[config.mk]
export PLATFORM = sky130hd
export DESIGN_NAME = blackjack_round_ctrl
export DESIGN_NICKNAME = d
export VERILOG_FILES = /design/src/rtl/blackjack_round_ctrl.sv
export SDC_FILE = /design/constraint.sdc
export NUM_CORES = 1
export LEC_CHECK = 0
export ABC_AREA = 1
export CAP_MARGIN = 30
export CORE_UTILIZATION = 32
export CTS_BUF_LIST = sky130_fd_sc_hd__clkbuf_4 sky130_fd_sc_hd__clkbuf_8
export CTS_CLUSTER_DIAMETER = 60
export DETAILED_ROUTE_END_ITERATION = 12
export GPL_ROUTABILITY_DRIVEN = 0
export REMOVE_ABC_BUFFERS = 1
export SLEW_MARGIN = 30
export SYNTH_ARGS = -nofsm -noshare
export SYNTH_HDL_FRONTEND = slang
export SYNTH_SLANG_ARGS = --single-unit
[constraint.sdc]
create_clock -name clock -period 2.6 [get_ports clock]
set_clock_uncertainty 0.1 [all_clocks]
set_input_delay 0.52 -clock clock [delete_from_list [all_inputs] [get_ports clock]]
set_output_delay 0.52 -clock clock [all_outputs]
set_load 0.005 [all_outputs]
[src/rtl/blackjack_round_ctrl.sv]
// -----------------------------------------------------------------------------
// blackjack_round_ctrl
// Sequences one blackjack round around a free-running 1..10 card counter:
// deals P,D,P,D from card_in_i, serves player hits/stands from the raw KEY
// buttons, plays the dealer automatically and posts win/lose/push.
//
// Ports
//   clock            system clock
//   reset_n          asynchronous, active-low reset
//   hit_n_i          raw active-low button: start round / hit / acknowledge
//   stand_n_i        raw active-low button: stand / acknowledge
//   card_in_i[3:0]   current counter value (0 and 11..15 read as 10)
//   card_take_o      1-clock strobe, card_in_i sampled this cycle
//   player_total_o   best player total (soft ace applied)
//   dealer_total_o   best dealer total (soft ace applied)
//   state_o[2:0]     FSM state code
//   busy_o           1 in every state except IDLE and RESULT
//   win_o/lose_o/push_o  result flags, only set in RESULT
// -----------------------------------------------------------------------------
module blackjack_round_ctrl #(
    parameter int DEALER_STAND = 17,
    parameter int DRAW_GAP     = 7
) (
    input  logic       clock,
    input  logic       reset_n,
    input  logic       hit_n_i,
    input  logic       stand_n_i,
    input  logic [3:0] card_in_i,
    output logic       card_take_o,
    output logic [4:0] player_total_o,
    output logic [4:0] dealer_total_o,
    output logic [2:0] state_o,
    output logic       busy_o,
    output logic       win_o,
    output logic       lose_o,
    output logic       push_o
);

    typedef enum logic [2:0] {
        ST_IDLE    = 3'd0,
        ST_DEAL_P1 = 3'd1,
        ST_DEAL_D1 = 3'd2,
        ST_DEAL_P2 = 3'd3,
        ST_DEAL_D2 = 3'd4,
        ST_PLAYER  = 3'd5,
        ST_DEALER  = 3'd6,
        ST_RESULT  = 3'd7
    } state_t;

    localparam int               GAP_W       = (DRAW_GAP > 2) ? $clog2(DRAW_GAP) : 1;
    localparam logic [GAP_W-1:0] GAP_LOAD    = GAP_W'(DRAW_GAP - 1);
    localparam logic [4:0]       STAND_TOTAL = 5'(DEALER_STAND);

    // ---------------- button synchronizers and falling-edge detect -----------
    // Bit 0 = hit, bit 1 = stand. Released level is 1, so a press is 1->0.
    logic [1:0] btn_n;
    logic [1:0] btn_ev;
    logic       hit_ev;
    logic       stand_ev;

    assign btn_n = {stand_n_i, hit_n_i};

    generate
        for (genvar gi = 0; gi < 2; gi++) begin : g_btn
            logic sync1_q;
            logic sync2_q;
            logic prev_q;

            always_ff @(posedge clock or negedge reset_n) begin
                if (!reset_n) begin
                    sync1_q <= 1'b1;
                    sync2_q <= 1'b1;
                    prev_q  <= 1'b1;
                end else begin
                    sync1_q <= btn_n[gi];
                    sync2_q <= sync1_q;
                    prev_q  <= sync2_q;
                end
            end

            // One pulse per falling edge of the synchronized level; holding
            // the button keeps both flops at 0 and yields no further events.
            assign btn_ev[gi] = prev_q & ~sync2_q;
        end
    endgenerate

    assign hit_ev   = btn_ev[0];
    assign stand_ev = btn_ev[1];

    // ---------------- card value and hand arithmetic -------------------------
    logic [4:0] card_val;
    logic       card_is_ace;

    always_comb begin
        if (card_in_i == 4'd0 || card_in_i > 4'd10) begin
            card_val = 5'd10;
        end else begin
            card_val = {1'b0, card_in_i};
        end
    end

    assign card_is_ace = (card_val == 5'd1);

    // A single ace counts as 11 when that does not bust the hand; a second
    // soft ace could never fit, so one flag per hand is enough.
    function automatic logic [4:0] best_total(input logic [4:0] hard, input logic ace);
        if (ace && hard <= 5'd11) begin
            return hard + 5'd10;
        end
        return hard;
    endfunction

    state_t           state_q, state_d;
    logic [4:0]       p_hard_q, p_hard_d;
    logic [4:0]       d_hard_q, d_hard_d;
    logic             p_ace_q, p_ace_d;
    logic             d_ace_q, d_ace_d;
    logic [GAP_W-1:0] gap_q, gap_d;
    logic             win_q, win_d;
    logic             lose_q, lose_d;
    logic             push_q, push_d;
    logic             entry_q;
    logic             card_take;

    logic [4:0] player_total;
    logic [4:0] dealer_total;
    logic [4:0] p_hit_hard;
    logic       p_hit_ace;

    assign player_total = best_total(p_hard_q, p_ace_q);
    assign dealer_total = best_total(d_hard_q, d_ace_q);
    // Hard sums stay <= 21 whenever a card is added, so +10 fits in 5 bits.
    assign p_hit_hard   = p_hard_q + card_val;
    assign p_hit_ace    = p_ace_q | card_is_ace;

    // ---------------- FSM ----------------------------------------------------
    always_ff @(posedge clock or negedge reset_n) begin
        if (!reset_n) begin
            state_q  <= ST_IDLE;
            p_hard_q <= '0;
            d_hard_q <= '0;
            p_ace_q  <= 1'b0;
            d_ace_q  <= 1'b0;
            gap_q    <= '0;
            win_q    <= 1'b0;
            lose_q   <= 1'b0;
            push_q   <= 1'b0;
            entry_q  <= 1'b0;
        end else begin
            state_q  <= state_d;
            p_hard_q <= p_hard_d;
            d_hard_q <= d_hard_d;
            p_ace_q  <= p_ace_d;
            d_ace_q  <= d_ace_d;
            gap_q    <= gap_d;
            win_q    <= win_d;
            lose_q   <= lose_d;
            push_q   <= push_d;
            // Marks the first PLAYER cycle, where a natural 21 is detected.
            entry_q  <= (state_q == ST_DEAL_D2);
        end
    end

    always_comb begin
        state_d   = state_q;
        p_hard_d  = p_hard_q;
        d_hard_d  = d_hard_q;
        p_ace_d   = p_ace_q;
        d_ace_d   = d_ace_q;
        gap_d     = gap_q;
        win_d     = win_q;
        lose_d    = lose_q;
        push_d    = push_q;
        card_take = 1'b0;

        case (state_q)
            ST_IDLE: begin
                if (hit_ev) begin
                    p_hard_d = '0;
                    d_hard_d = '0;
                    p_ace_d  = 1'b0;
                    d_ace_d  = 1'b0;
                    state_d  = ST_DEAL_P1;
                end
            end
            ST_DEAL_P1, ST_DEAL_P2: begin
                card_take = 1'b1;
                p_hard_d  = p_hit_hard;
                p_ace_d   = p_hit_ace;
                state_d   = (state_q == ST_DEAL_P1) ? ST_DEAL_D1 : ST_DEAL_D2;
            end
            ST_DEAL_D1, ST_DEAL_D2: begin
                card_take = 1'b1;
                d_hard_d  = d_hard_q + card_val;
                d_ace_d   = d_ace_q | card_is_ace;
                state_d   = (state_q == ST_DEAL_D1) ? ST_DEAL_P2 : ST_PLAYER;
            end
            ST_PLAYER: begin
                if ((entry_q && player_total == 5'd21) || stand_ev) begin
                    gap_d   = GAP_LOAD;
                    state_d = ST_DEALER;
                end else if (hit_ev) begin
                    card_take = 1'b1;
                    p_hard_d  = p_hit_hard;
                    p_ace_d   = p_hit_ace;
                    if (best_total(p_hit_hard, p_hit_ace) > 5'd21) begin
                        lose_d  = 1'b1;
                        state_d = ST_RESULT;
                    end
                end
            end
            ST_DEALER: begin
                if (dealer_total > 5'd21) begin
                    win_d   = 1'b1;
                    state_d = ST_RESULT;
                end else if (gap_q == '0) begin
                    if (dealer_total < STAND_TOTAL) begin
                        card_take = 1'b1;
                        d_hard_d  = d_hard_q + card_val;
                        d_ace_d   = d_ace_q | card_is_ace;
                        gap_d     = GAP_LOAD;
                    end else begin
                        win_d   = (player_total > dealer_total);
                        lose_d  = (player_total < dealer_total);
                        push_d  = (player_total == dealer_total);
                        state_d = ST_RESULT;
                    end
                end else begin
                    gap_d = gap_q - 1'b1;
                end
            end
            ST_RESULT: begin
                if (hit_ev || stand_ev) begin
                    win_d   = 1'b0;
                    lose_d  = 1'b0;
                    push_d  = 1'b0;
                    state_d = ST_IDLE;
                end
            end
            default: state_d = ST_IDLE;
        endcase
    end

    // ---------------- outputs ------------------------------------------------
    assign card_take_o    = card_take;
    assign player_total_o = player_total;
    assign dealer_total_o = dealer_total;
    assign state_o        = state_q;
    assign busy_o         = (state_q != ST_IDLE) && (state_q != ST_RESULT);
    assign win_o          = win_q;
    assign lose_o         = lose_q;
    assign push_o         = push_q;

endmodule

== After elaboration in Yosys (flattened, before gate mapping) ==
Cells that the tools add are included.

* Divide/modulo/power cells: 0
* Multiply operators: 0
* Bitwise logic cells: 6
* $add $sub $neg: 6
* Shift operators: 0
* Mux-type cells: 70
* Equal/unequal tests: 26
* Magnitude comparators: 9
* Reduce and logical (&&, ||, !) cells: 27

{| class="wikitable"
|+ Operator list
! operator !! number
|-
| 2-to-1 mux 5 bit || 15
|-
| 2-to-1 mux 3 bit || 14
|-
| 2-to-1 mux 1 bit || 30
|-
| one-hot mux 5 bit (3 select lines) || 2
|-
| != test 2 bit, second input constant || 10
|-
| != test 3 bit, second input constant || 6
|-
| one-hot mux 3 bit (6 select lines) || 1
|-
| adder 5 x 4 -> 5 bit, second input constant || 3
|-
| <= comparator 5 x 4 -> 1 bit, second input constant || 3
|-
| == test 3 bit, second input constant || 4
|-
| one-hot mux 1 bit (3 select lines) || 4
|-
| AND reduction 4 bit || 3
|-
| nonzero test 3 bit || 4
|-
| adder 5 bit || 2
|-
| greater-than comparator 5 bit, second input constant || 2
|-
| AND reduction 5 bit || 2
|-
| AND reduction 8 bit || 1
|-
| == test 3 x 2 -> 1 bit, second input constant || 2
|-
| zero test 3 bit || 2
|-
| one-hot mux 3 bit (2 select lines) || 1
|-
| AND reduction 6 bit || 1
|-
| == test 5 x 1 -> 1 bit, second input constant || 1
|-
| == test 5 bit || 1
|-
| == test 5 bit, second input constant || 1
|-
| other kinds (17) || 29
|}

* Memories kept: 0
* Bits in latches: 0
* ROM bits: 0
* Word-level logic and storage cells: 160
* RAM bits: 0
* Input bits: 8
* Register bits: 28

== Longest topological paths before layout ==
Gate-level depths: netlist of the first run.

* Depth in word-level cells: 19
* Gate-level depth with buffers: 22
* Gate-level depth less buffers: 22

== Least setup slack after synthesis of the first run ==
No wires, ideal clock.

* Path kind: input port to flip-flop
* Start: input card_in_i[1]
* End: register lose_q, in the netlist lose_o
* Arrival time: 2537 ps
* Path slack: -153 ps
* Setup time: 117 ps
* Stages on the path: 20
* Path through: nand2_1 -> inv_1 -> o21ai_0 -> nand2_1 -> nor2_1 -> inv_1 -> fa_1 -> nand3_1 -> nand2_1 -> ha_1 -> nand3_1 -> nand2_1 -> a21boi_1 -> nand2_1 -> nand2_1 -> nand2_1 -> o21ai_1 -> nand2_1 -> nand2_1 -> nand2_1

* Word-level cells in the longest chain between the ends: 17
* Elaborated cells between the ends (all ways): 22

{| class="wikitable"
|+ RTL lines
! what !! line !! RTL
|-
| from (decl) || 28 || <nowiki>input logic [3:0] card_in_i,</nowiki>
|-
| greater-than comparator 4 bit / zero test 4 bit (equally long branches) || 95 || <nowiki>if (card_in_i == 4'd0 || card_in_i > 4'd10) begin</nowiki>
|-
| logical OR 1 bit || 95 ||
|-
| 2-to-1 mux 4 bit (*) || 95 ||
|-
| adder 5 bit / == test 5 x 1 -> 1 bit (equally long branches) || 133, 102 ||
|-
| <= comparator 5 x 4 -> 1 bit / bitwise OR 1 bit (equally long branches) || 107, 134 ||
|-
| logical AND 1 bit || 107 || <nowiki>if (ace && hard <= 5'd11) begin</nowiki>
|-
| 2-to-1 mux 1 bit || 107 ||
|-
| 2-to-1 mux 1 bit || 202 || <nowiki>end else if (hit_ev) begin</nowiki>
|-
| 2-to-1 mux 1 bit || 199 || <nowiki>if ((entry_q && player_total == 5'd21) || stand_ev) begin</nowiki>
|-
| 2-to-1 mux 1 bit || 176 || <nowiki>case (state_q)</nowiki>
|-
| 2-to-1 mux 5 bit (*) || 110 || <nowiki>return hard;</nowiki>
|-
| 2-to-1 mux 5 bit (*) || 202 ||
|-
| 2-to-1 mux 5 bit (*) || 199 ||
|-
| 2-to-1 mux 5 bit (*) || 176 ||
|-
| greater-than comparator 5 bit (*) || 206 || <nowiki>if (best_total(p_hit_hard, p_hit_ace) > 5'd21) begin</nowiki>
|-
| != test 2 bit (no source line) (*) || n/a ||
|-
| AND reduction 8 bit (no source line) (*) || n/a ||
|-
| to (signal assigned) || 157 || <nowiki>lose_q <= lose_d;</nowiki>
|-
| to (decl) || 120 || <nowiki>logic lose_q, lose_d;</nowiki>
|}

Every way passes the cells marked *; elsewhere a longest branch is shown, timed or not. The select of a mux whose other input is x is not followed.
A chain may end at the register's enable or synchronous reset.

== Final worst setup path of the first run ==
Ends and elaborated chain as after synthesis.

==> impl_metrics.tcl, run 1 <==
set metrics [dict create \
    outcome "finished with violations" \
    violations "negative setup slack" \
    worst_slew_margin_rel 0.740 \
    ys_types 32 \
    ant_nets 0 \
    cts_max_level 1 \
    setup_viol 1 \
    pre_cts_ws_ns -0.829 \
    die_area_mm2 0.00785 \
    end_kind "register" \
    synth-seq-area-share 0.295 \
    powerDensity_mw_per_mm2 1140 \
    grt_pass1_vias 2508 \
    syn_inst 340 \
    multi_input_area_mm2 0.00168 \
    firstDrtPassIters 4 \
    period_share 1.00 \
    hold_ws_ns 0.263 \
    die_w_um 88.6 \
    fin_nets 471 \
    antenna_found_initial 0 \
    io_pins 26 \
    ys.flop_type "dfrtp_1" \
    async_reset_ff_frac 1.00 \
    cpMostUsedCell "nand2_1" \
    insertion_delay_ns 0.28 \
    cp-start-kind "input port" \
    crit_chain "buf_8 > nor2_2 > nand2_2 > nand2_4 > nor2_4 > ha_4 > fa_2 > buf_6 > inv_2 > nand3_2 > nand2_2 > a21boi_1 > nand2_1 > nand2_1 > nand2_2 > o21ai_2 > nand2_1 > nand2_1 > nand2_1" \
    via_per_inst 4.64 \
    timing.setup.critical_path_class "input port to register" \
    fillers 704 \
    port_buffers 25 \
    grt_usage 0.177 \
    cts-root-buf "clkbuf_8" \
    cts_tree "done" \
    postSynthAreaPerCell_um2 7.06 \
    p_leak_nw 1.92 \
    area_delta_synth_final_pct 52.7 \
    place_hpwl_mm 4.85 \
    worstHoldPathType "register to register" \
    via_count 2504 \
    power_mw 4.17 \
    regArea_um2 708 \
    critPathSlowestCell "fa_2" \
    drtIter0Drc 140 \
    drive_above_1_share 0.422 \
    synthesis.area_mm2 0.00240 \
    drv_cap 0 \
    critPathRequiredTime_ns 2.68 \
    finalWorstSetupSlack_ns -0.00726 \
    design_area_mm2 0.00367 \
    tightest_slew_ns 0.388 \
    grt_pass1_wl_mm 11.0 \
    initial_core_util 0.331 \
    grt_max_degree 29 \
    grt.overflow.total 0 \
    synth-edff-count 0 \
    wirelength_mm 6.79 \
    cts_buffer_depth 2 \
    clock-sinks 28 \
    antenna-diode-count 0 \
    fmax_mhz 384 \
    max_stage_delay_ns 0.61 \
    cts_buffers 3 \
    drv_slew 0 \
    yosysWarnings 0 \
    setup_tns_ns -0.00726 \
    cp_max_fo 3 \
    dpl_cell_area_mm2 0.00312 \
    final.min_clock_period_ns 2.61 \
    clk_pin_slew_ns 0.11 \
    core_area_mm2 0.00725 \
    drc 0 \
    cp.arrival_ns 2.69 \
    fp-row-count 31 \
    irDropWorstVdd_mv 0.377 \
    die_h_um 88.6 \
    avgRoutedWirePerCell_um 12.6 \
    finalHoldViolCount 0 \
    rsz0062_at_grt "true" \
    ys_ff_latch 28 \
]
==> flip-flops by register name, indices dropped and copies added, names as in the netlist, 2 cells and up <==
register and flops:
g_btn.prev_q 2, g_btn.sync2_q 2, gap_q 3, d_hard_q 5
p_hard_q 5, g_btn.sync1_q 2, state_o 3
==> worst paths after layout <==
path                       slack, ns              from          endpoint  depth (start not counted)
setup / recovery              -0.007      card_in_i[1]            lose_o                         19
hold / removal                  0.26  g_btn[0].sync1_q  g_btn[0].sync2_q                          0
setup reg to reg                0.05       p_hard_q[1]        state_o[2]                         17
hold reg to reg                 0.26  g_btn[0].sync1_q  g_btn[0].sync2_q                          0
max in group asynchronous       1.58           reset_n  g_btn[1].sync2_q                          2
min in group asynchronous       0.51           reset_n          gap_q[0]                          2
==> worst max-delay path: cells and delay by family <==
family,cells,cell delay [ns]
simple gates,12,0.84
compound gates,2,0.29
buf+inv,3,0.27
fa+ha+maj,2,0.77
==> per-layer routing <==
layer  up-vias  part of all wire  global-route usage
met4         0             0.012              0.0499
li1       1278                 -                   -
met1      1164              0.45               0.216
met3         8             0.028              0.0112
met2        54              0.51               0.334
met5         -                 0                   0
==> placed cells by master, fill, tap and decap left out, types with 2 or more instances in the layout <==
| cell type | synthesis | routed |
|---|---|---|
| buf_6 | 2 | 8 |
| clkdlybuf4s50_1 | 0 | 12 |
| ha_4 | 0 | 7 |
| clkbuf_8 | 0 | 3 |
| dlymetal6s2s_1 | 0 | 3 |
| nand2_4 | 0 | 4 |
| inv_1 | 51 | 46 |
| nor2_1 | 30 | 25 |
| nand4_1 | 9 | 9 |
| nor3_1 | 2 | 2 |
| nand3_4 | 0 | 2 |
| o21ai_1 | 14 | 14 |
| nand3b_1 | 2 | 2 |
| ha_1 | 19 | 10 |
| o21ai_4 | 1 | 2 |
| buf_4 | 2 | 71 |
| dlygate4sd2_1 | 0 | 5 |
| nand3_2 | 6 | 11 |
| dfstp_2 | 6 | 6 |
| a21oi_1 | 7 | 6 |
| o21ai_2 | 6 | 7 |
| dfrtp_1 | 22 | 22 |
| nand3_1 | 19 | 12 |
| fa_2 | 0 | 2 |
| inv_2 | 12 | 17 |
| ha_2 | 0 | 2 |
| xor2_1 | 5 | 5 |
| o21ai_0 | 8 | 6 |
| nor2_4 | 2 | 5 |
| nand2_2 | 17 | 27 |
| nor2_2 | 2 | 4 |
| nand2_1 | 86 | 72 |
==> cell type report <==
class                      instances  share of cell area
clock inverter                     1             0.00819
sequential                        28               0.193
inverter                          63              0.0645
tap                               99              0.0338
clock buffer                       3              0.0113
multi-input combinational        245               0.459
timing repair buffer             101               0.230
==> report_power, final <==
group	total [mW]	switching, mW	internal, mW
clock network	0.351	0.144	0.206
registers	0.759	0.173	0.586
logic	3.06	1.60	1.46
total	4.17	1.92	2.26
==> stage by stage <==
step                std cells   util
finish                    540  0.505
global route              540  0.505
CTS                       532  0.472
detailed placement        511  0.430
global placement          511  0.430
floorplan                 336      -
==> timing repair <==
action,CTS,global route
pin swaps,25,34
resized for setup,63,40
gates cloned,0,0
hold endpoints to repair,0,0
setup buffers,17,8
hold buffers,0,0
setup endpoints to repair,13,10
==> kinds of logic (layout without fill, tap and decap cells) <==
group | Yosys count | in the layout | synth area share
AO/OA/AOI/OAI | 43 | 43 | 0.114
flip-flops | 28 | 28 | 0.295
buffers and inverters | 67 | 168 | 0.114
AND/OR/NAND/NOR | 176 | 176 | 0.343
XOR/XNOR | 5 | 5 | 0.0182
adder cells (fa/ha/maj) | 21 | 21 | 0.116
==> cells in the mapped netlist (all sizes together) (2+ instances only) <==
library cell	number	area, um^2
nand2	103	429
o21ai	29	179
dfrtp	22	551
nand4	9	56.3
nand3b	2	15.0
buf	4	37.5
nor2	34	148
xor2	5	43.8
a21oi	7	35.0
fa	2	40.0
nand3	25	155
ha	19	238
inv	63	236
nor3	3	20.0
dfstp	6	158
o31ai	2	20.0
No activity file was read; power rests on OpenSTA's default activity.
==> run 2: changes to the inputs <==
Settings changed: CAP_MARGIN 30 to 15.
==> results of run 2 <==
No change in the layout: final DEF, timing and power equal those of run 1.
==> variant 1, RTL diff (config.mk and constraints of run 2) <==
Add an input register stage for `hit_n_i`, `stand_n_i` and `card_in_i`; this delays them by one clock. Comments in the files are not updated.
--- a/src/rtl/blackjack_round_ctrl.sv
+++ b/src/rtl/blackjack_round_ctrl.sv
@@ -51,6 +51,16 @@
     localparam logic [GAP_W-1:0] GAP_LOAD    = GAP_W'(DRAW_GAP - 1);
     localparam logic [4:0]       STAND_TOTAL = 5'(DEALER_STAND);
 
+    logic hit_n_q;
+    logic stand_n_q;
+    logic [3:0] card_in_q;
+
+    always_ff @(posedge clock) begin
+        hit_n_q   <= hit_n_i;
+        stand_n_q <= stand_n_i;
+        card_in_q <= card_in_i;
+    end
+
     // ---------------- button synchronizers and falling-edge detect -----------
     // Bit 0 = hit, bit 1 = stand. Released level is 1, so a press is 1->0.
     logic [1:0] btn_n;
@@ -58,7 +68,7 @@
     logic       hit_ev;
     logic       stand_ev;
 
-    assign btn_n = {stand_n_i, hit_n_i};
+    assign btn_n = {stand_n_q, hit_n_q};
 
     generate
         for (genvar gi = 0; gi < 2; gi++) begin : g_btn
@@ -92,10 +102,10 @@
     logic       card_is_ace;
 
     always_comb begin
-        if (card_in_i == 4'd0 || card_in_i > 4'd10) begin
+        if (card_in_q == 4'd0 || card_in_q > 4'd10) begin
             card_val = 5'd10;
         end else begin
-            card_val = {1'b0, card_in_i};
+            card_val = {1'b0, card_in_q};
         end
     end
 
Check against the original RTL: not equivalent (a bounded check fails within 4 cycles, from zero or initial values and one cycle with reset_n low).
==> variant 1 against run 2 <==
  * The run still ends with negative setup slack left
  * Power grew 3.8%
  * Final area fell by 3.0%
  * Sequential power is 9.7% higher
  * Count of clock-buffer cells in the layout is 3 higher
  * Worst setup slack got worse by 0.022 ns
  * Sequential cell count increased by 6
  * Worst hold slack worse by 0.067 ns
  * Largest power group unchanged
  * Synthesized area grew 2.9%
  * Wire length is 8.7% lower
  * Highest routed layer unchanged
==> variant 1: results (changes against run 2) <==
run_status:
  outcome: "finished, violations left"
  failed_checks: "negative setup slack"
timing:
  slew_headroom: 0.662  # -0.0779
  finalSetupViolations: 4  # +3
  fin_ws_ns: -0.0288  # -0.0215 ns
  finalSetupTns_ns: -0.0947  # -0.0874 ns
critical_path:
  slowest_delay_ns: 0.40  # -0.21 ns
  worstPathArrival_ns: 2.72  # +0.03 ns
cells_and_area:
  drive_above_1_share: 0.332  # -0.0900
  syn_to_final_growth_pct: 44.0
  n_fill_cell: 714  # +1.4%
  finalNetCount: 462  # -1.9%
detailed_routing:
  dr_wl_met2_um: 3030  # -12%
  wl_met1_um: 2870  # -6.8%
  vias_per_cell: 4.66  # +0.42%
  drtIter0Drc: 117  # -16%
  vias: 2482  # -0.88%
logic_synthesis:
  async_reset_ff_frac: 0.824  # -0.176
  synthCells: 343  # +0.88%
  ys_seq_area_frac: 0.335  # +0.0404
  synth_cell_type_count: 34  # +6.3%
  ys_top_cells_by_area: "dfrtp_1, nand2_1, ha_1, inv_1, dfstp_2"
global_route:
  grtUsageMet2: 0.267  # -0.0676
  grt_pass1_wl_um: 10200  # -6.7%
  gr-usage-met3: 0.0228  # +0.0116
  grt_use_total: 0.157  # -0.0205
  use_met1: 0.203  # -0.0131
  grt_pass1_vias: 2306  # -8.1%
placement:
  dp_hpwl_um: 4690  # -3.2%
  place_area_um2: 3120  # about the same
  dp_cells: 505  # -1.2%
power_and_ir_drop:
  p_leak_nw: 1.86  # -3.1%
clock_network:
  path_clk_slew_ns: 0.07  # -0.04 ns
  cts-buffers-inserted: 5  # +2
## variant 1: cell families after synthesis
group,count (synthesis),synth area share
adders and majority gates,21,0.112
AOI/OAI and AO/OA,40,0.0942
xor gates and xnor gates,4,0.0142
DFF,34,0.335
and+or+nand+nor,184,0.336
buffers and inverters,60,0.108
## variant 1: area by class of cell
class | instances | share of cell area
Inverter | 54 | 0.0591
Sequential cell | 34 | 0.234
Timing Repair Buffer | 89 | 0.206
Clock buffer | 6 | 0.0232
Tap cell | 99 | 0.0348
Multi-Input combinational cell | 249 | 0.426
Clock inverter | 2 | 0.0169
## variant 1: repair_timing
action                                  in CTS  in global routing
gates resized for setup                     18                 39
endpoints found under the setup margin      11                 12
setup buffers                               15                  5
pin swaps                                    7                 20
## variant 1: report_power, final
part,leakage [nW],switching [mW],internal [mW]
sequential,0.399,0.143,0.690
clock,0.0714,0.200,0.409
combinational,1.39,1.54,1.34
## variant 1: worst paths after layout
kind	cells past startpoint	start	end	slack [ns]
worst min register to register	0	hit_n_q	g_btn[0].sync1_q	0.20
min in group asynchronous	2	reset_n	state_o[1]	0.51
worst min-delay path	0	hit_n_q	g_btn[0].sync1_q	0.20
worst max-delay path	20	card_in_q[3]	lose_o	-0.03
max in group asynchronous	2	reset_n	g_btn[0].sync2_q	1.58
worst max register to register	20	card_in_q[3]	lose_o	-0.03
## variant 1: worst reg2reg max path, stage by stage (launching register included)
cell and delay, ns:
dfxtp_2 0.33, nor2_2 0.12, nand2_1 0.09, nand2_2 0.09, nor2_2 0.05, ha_2 0.18
fa_2 0.40, inv_2 0.06, nand2_1 0.06, nand2_2 0.09, inv_2 0.06, ha_4 0.24
nand2_1 0.05, nand3_1 0.06, nand3_1 0.07, nand2_1 0.09, nand2_2 0.09, nand2_2 0.10
nand3_2 0.07, nand2_1 0.06, nand2_1 0.04
==> variant 2, RTL diff (flow settings as in run 2) <==
Made on the original files. Set the parameter `DRAW_GAP` to 6 (it was 7).
--- a/src/rtl/blackjack_round_ctrl.sv
+++ b/src/rtl/blackjack_round_ctrl.sv
@@ -19,7 +19,7 @@
 // -----------------------------------------------------------------------------
 module blackjack_round_ctrl #(
     parameter int DEALER_STAND = 17,
-    parameter int DRAW_GAP     = 7
+    parameter int DRAW_GAP     = 6
 ) (
     input  logic       clock,
     input  logic       reset_n,
Function: same outputs for any inputs over 10 cycles, from zero or initial values and one cycle with reset_n low; that may be too few to reach the edited logic, so the function may still have changed.
==> variant 2 against run 2 <==
  * Power rose by 2.7%
  * Synthesized area rose by 0.31%
  * Sequential share of layout area barely moved
  * Final area fell by 0.24%
  * Worst setup slack improved by 0.036 ns
  * Wire length fell by 6.1%
  * Sequential cell count did not move
  * Maximum frequency rose by 1.4%
  * Largest power group unchanged
==> variant 2: results (changes against run 2) <==
cells_and_area:
  n_all_inverters: 60  # -4.8%
  n_fill_cell: 701  # -0.43%
  reg_top3: "d_hard_q (5), p_hard_q (5)"
  buffer_area_frac: 0.223  # -0.00766
  seq_cell_count: 28  # unchanged
  drive_above_1_share: 0.432  # +0.0104
  multi_input_cells: 247  # +0.82%
  finalNetCount: 464  # -1.5%
  multi_input_area_share: 0.467  # +0.00863
  stdcell_area_um2: 3660  # -0.24%
  seq_area_frac: 0.194  # +0.000463
  diodes: 0  # unchanged
  clkCellAreaFrac: 0.0195  # +0.0000466
  signal_buffers: 96  # -5.0%
logic_synthesis:
  ys_seq_area_frac: 0.294  # -0.000919
  synth_compound_area_frac: 0.108  # -0.00607
  synth-adder-area-share: 0.110  # -0.00556
  synthTopCellsByCount: "nand2_1, inv_1, nor2_1"
  ys_top_cells_by_area: "dfrtp_1, nand2_1, ha_1, inv_1, dfstp_2"
  avgSynthCellArea_um2: 7.10  # +0.61%
  async_reset_ff_frac: 1.00  # unchanged
  synth_xor_area_frac: 0.0182  # -0.0000568
  yosysWarningCount: 0  # unchanged
  synth_cell_type_count: 35  # +9.4%
clock_network:
  cts_max_level: 1  # unchanged
  cts-root-buf: "clkbuf_8"
detailed_routing:
  drtIter0Drc: 162  # +16%
  drt-wirelength-per-cell_um: 11.9  # -5.1%
  drt-total-wl_um: 6380  # -6.1%
  vias: 2443  # -2.4%
  dr_wl_met3_um: 183  # -4.2%
  wl_met1_um: 2990  # -2.9%
  dr_wl_met2_um: 3150  # -8.6%
global_route:
  grt_pass1_wl_um: 10300  # -6.2%
  gr-usage-met3: 0.0187  # +0.00746
  grtUsageMet2: 0.290  # -0.0441
  grt_use_total: 0.167  # -0.0104
  busiest_layer: "met2"
  use_met1: 0.225  # +0.00924
  grt_pass1_vias: 2325  # -7.3%
  grt_max_degree: 29  # unchanged
critical_path:
  worstPathArrival_ns: 2.65  # -0.04 ns
placement:
  portBuffers: 25  # unchanged
  dp_cells: 509  # -0.39%
  dp_hpwl_um: 4670  # -3.6%
  place_area_um2: 3120  # +0.12%
  dp_slack_ns: -0.779  # +0.0497 ns
power_and_ir_drop:
  p_comb_mw: 3.16  # +3%
  p_clk_uw: 350  # about the same
  intPower_mw: 2.28  # +1.0%
  ir_drop_mv: 0.401  # +6.1%
  p_leak_nw: 1.91  # -0.33%
run_status:
  outcome: "completed"
timing:
  finalSetupViolations: 0  # -1
  tightest_slew_ns: 0.550  # +0.162 ns
-- variant 2: per-stage QoR --
stage	TNS, ns	total power, mW	hold slack (ns)
CTS	-0.0292	3.94	0.263
floorplan	-0.545	2.34	0.124
global route	-0.339	4.71	0.266
detailed placement	-4.96	3.45	0.247
global placement	-4.22	3.39	0.246
finish	0	4.29	0.263
-- variant 2: timing repair --
action | 4_1_cts | 5_1_grt
gates resized for setup | 53 | 56
pin swaps | 17 | 33
endpoints found under the setup margin | 11 | 12
endpoints found under the hold margin | 0 | 0
buffers inserted | 16 | 5
-- variant 2: worst paths after layout --
check / to / from / slack, ns / cells past startpoint
min: g_btn[0].sync2_q / g_btn[0].sync1_q / 0.26 / 0
min in group asynchronous: gap_q[2] / reset_n / 0.51 / 2
max reg2reg: win_o / p_hard_q[1] / 0.05 / 17
min reg2reg: g_btn[0].sync2_q / g_btn[0].sync1_q / 0.26 / 0
max: lose_o / card_in_i[0] / 0.03 / 19
max in group asynchronous: g_btn[1].prev_q / reset_n / 1.58 / 2
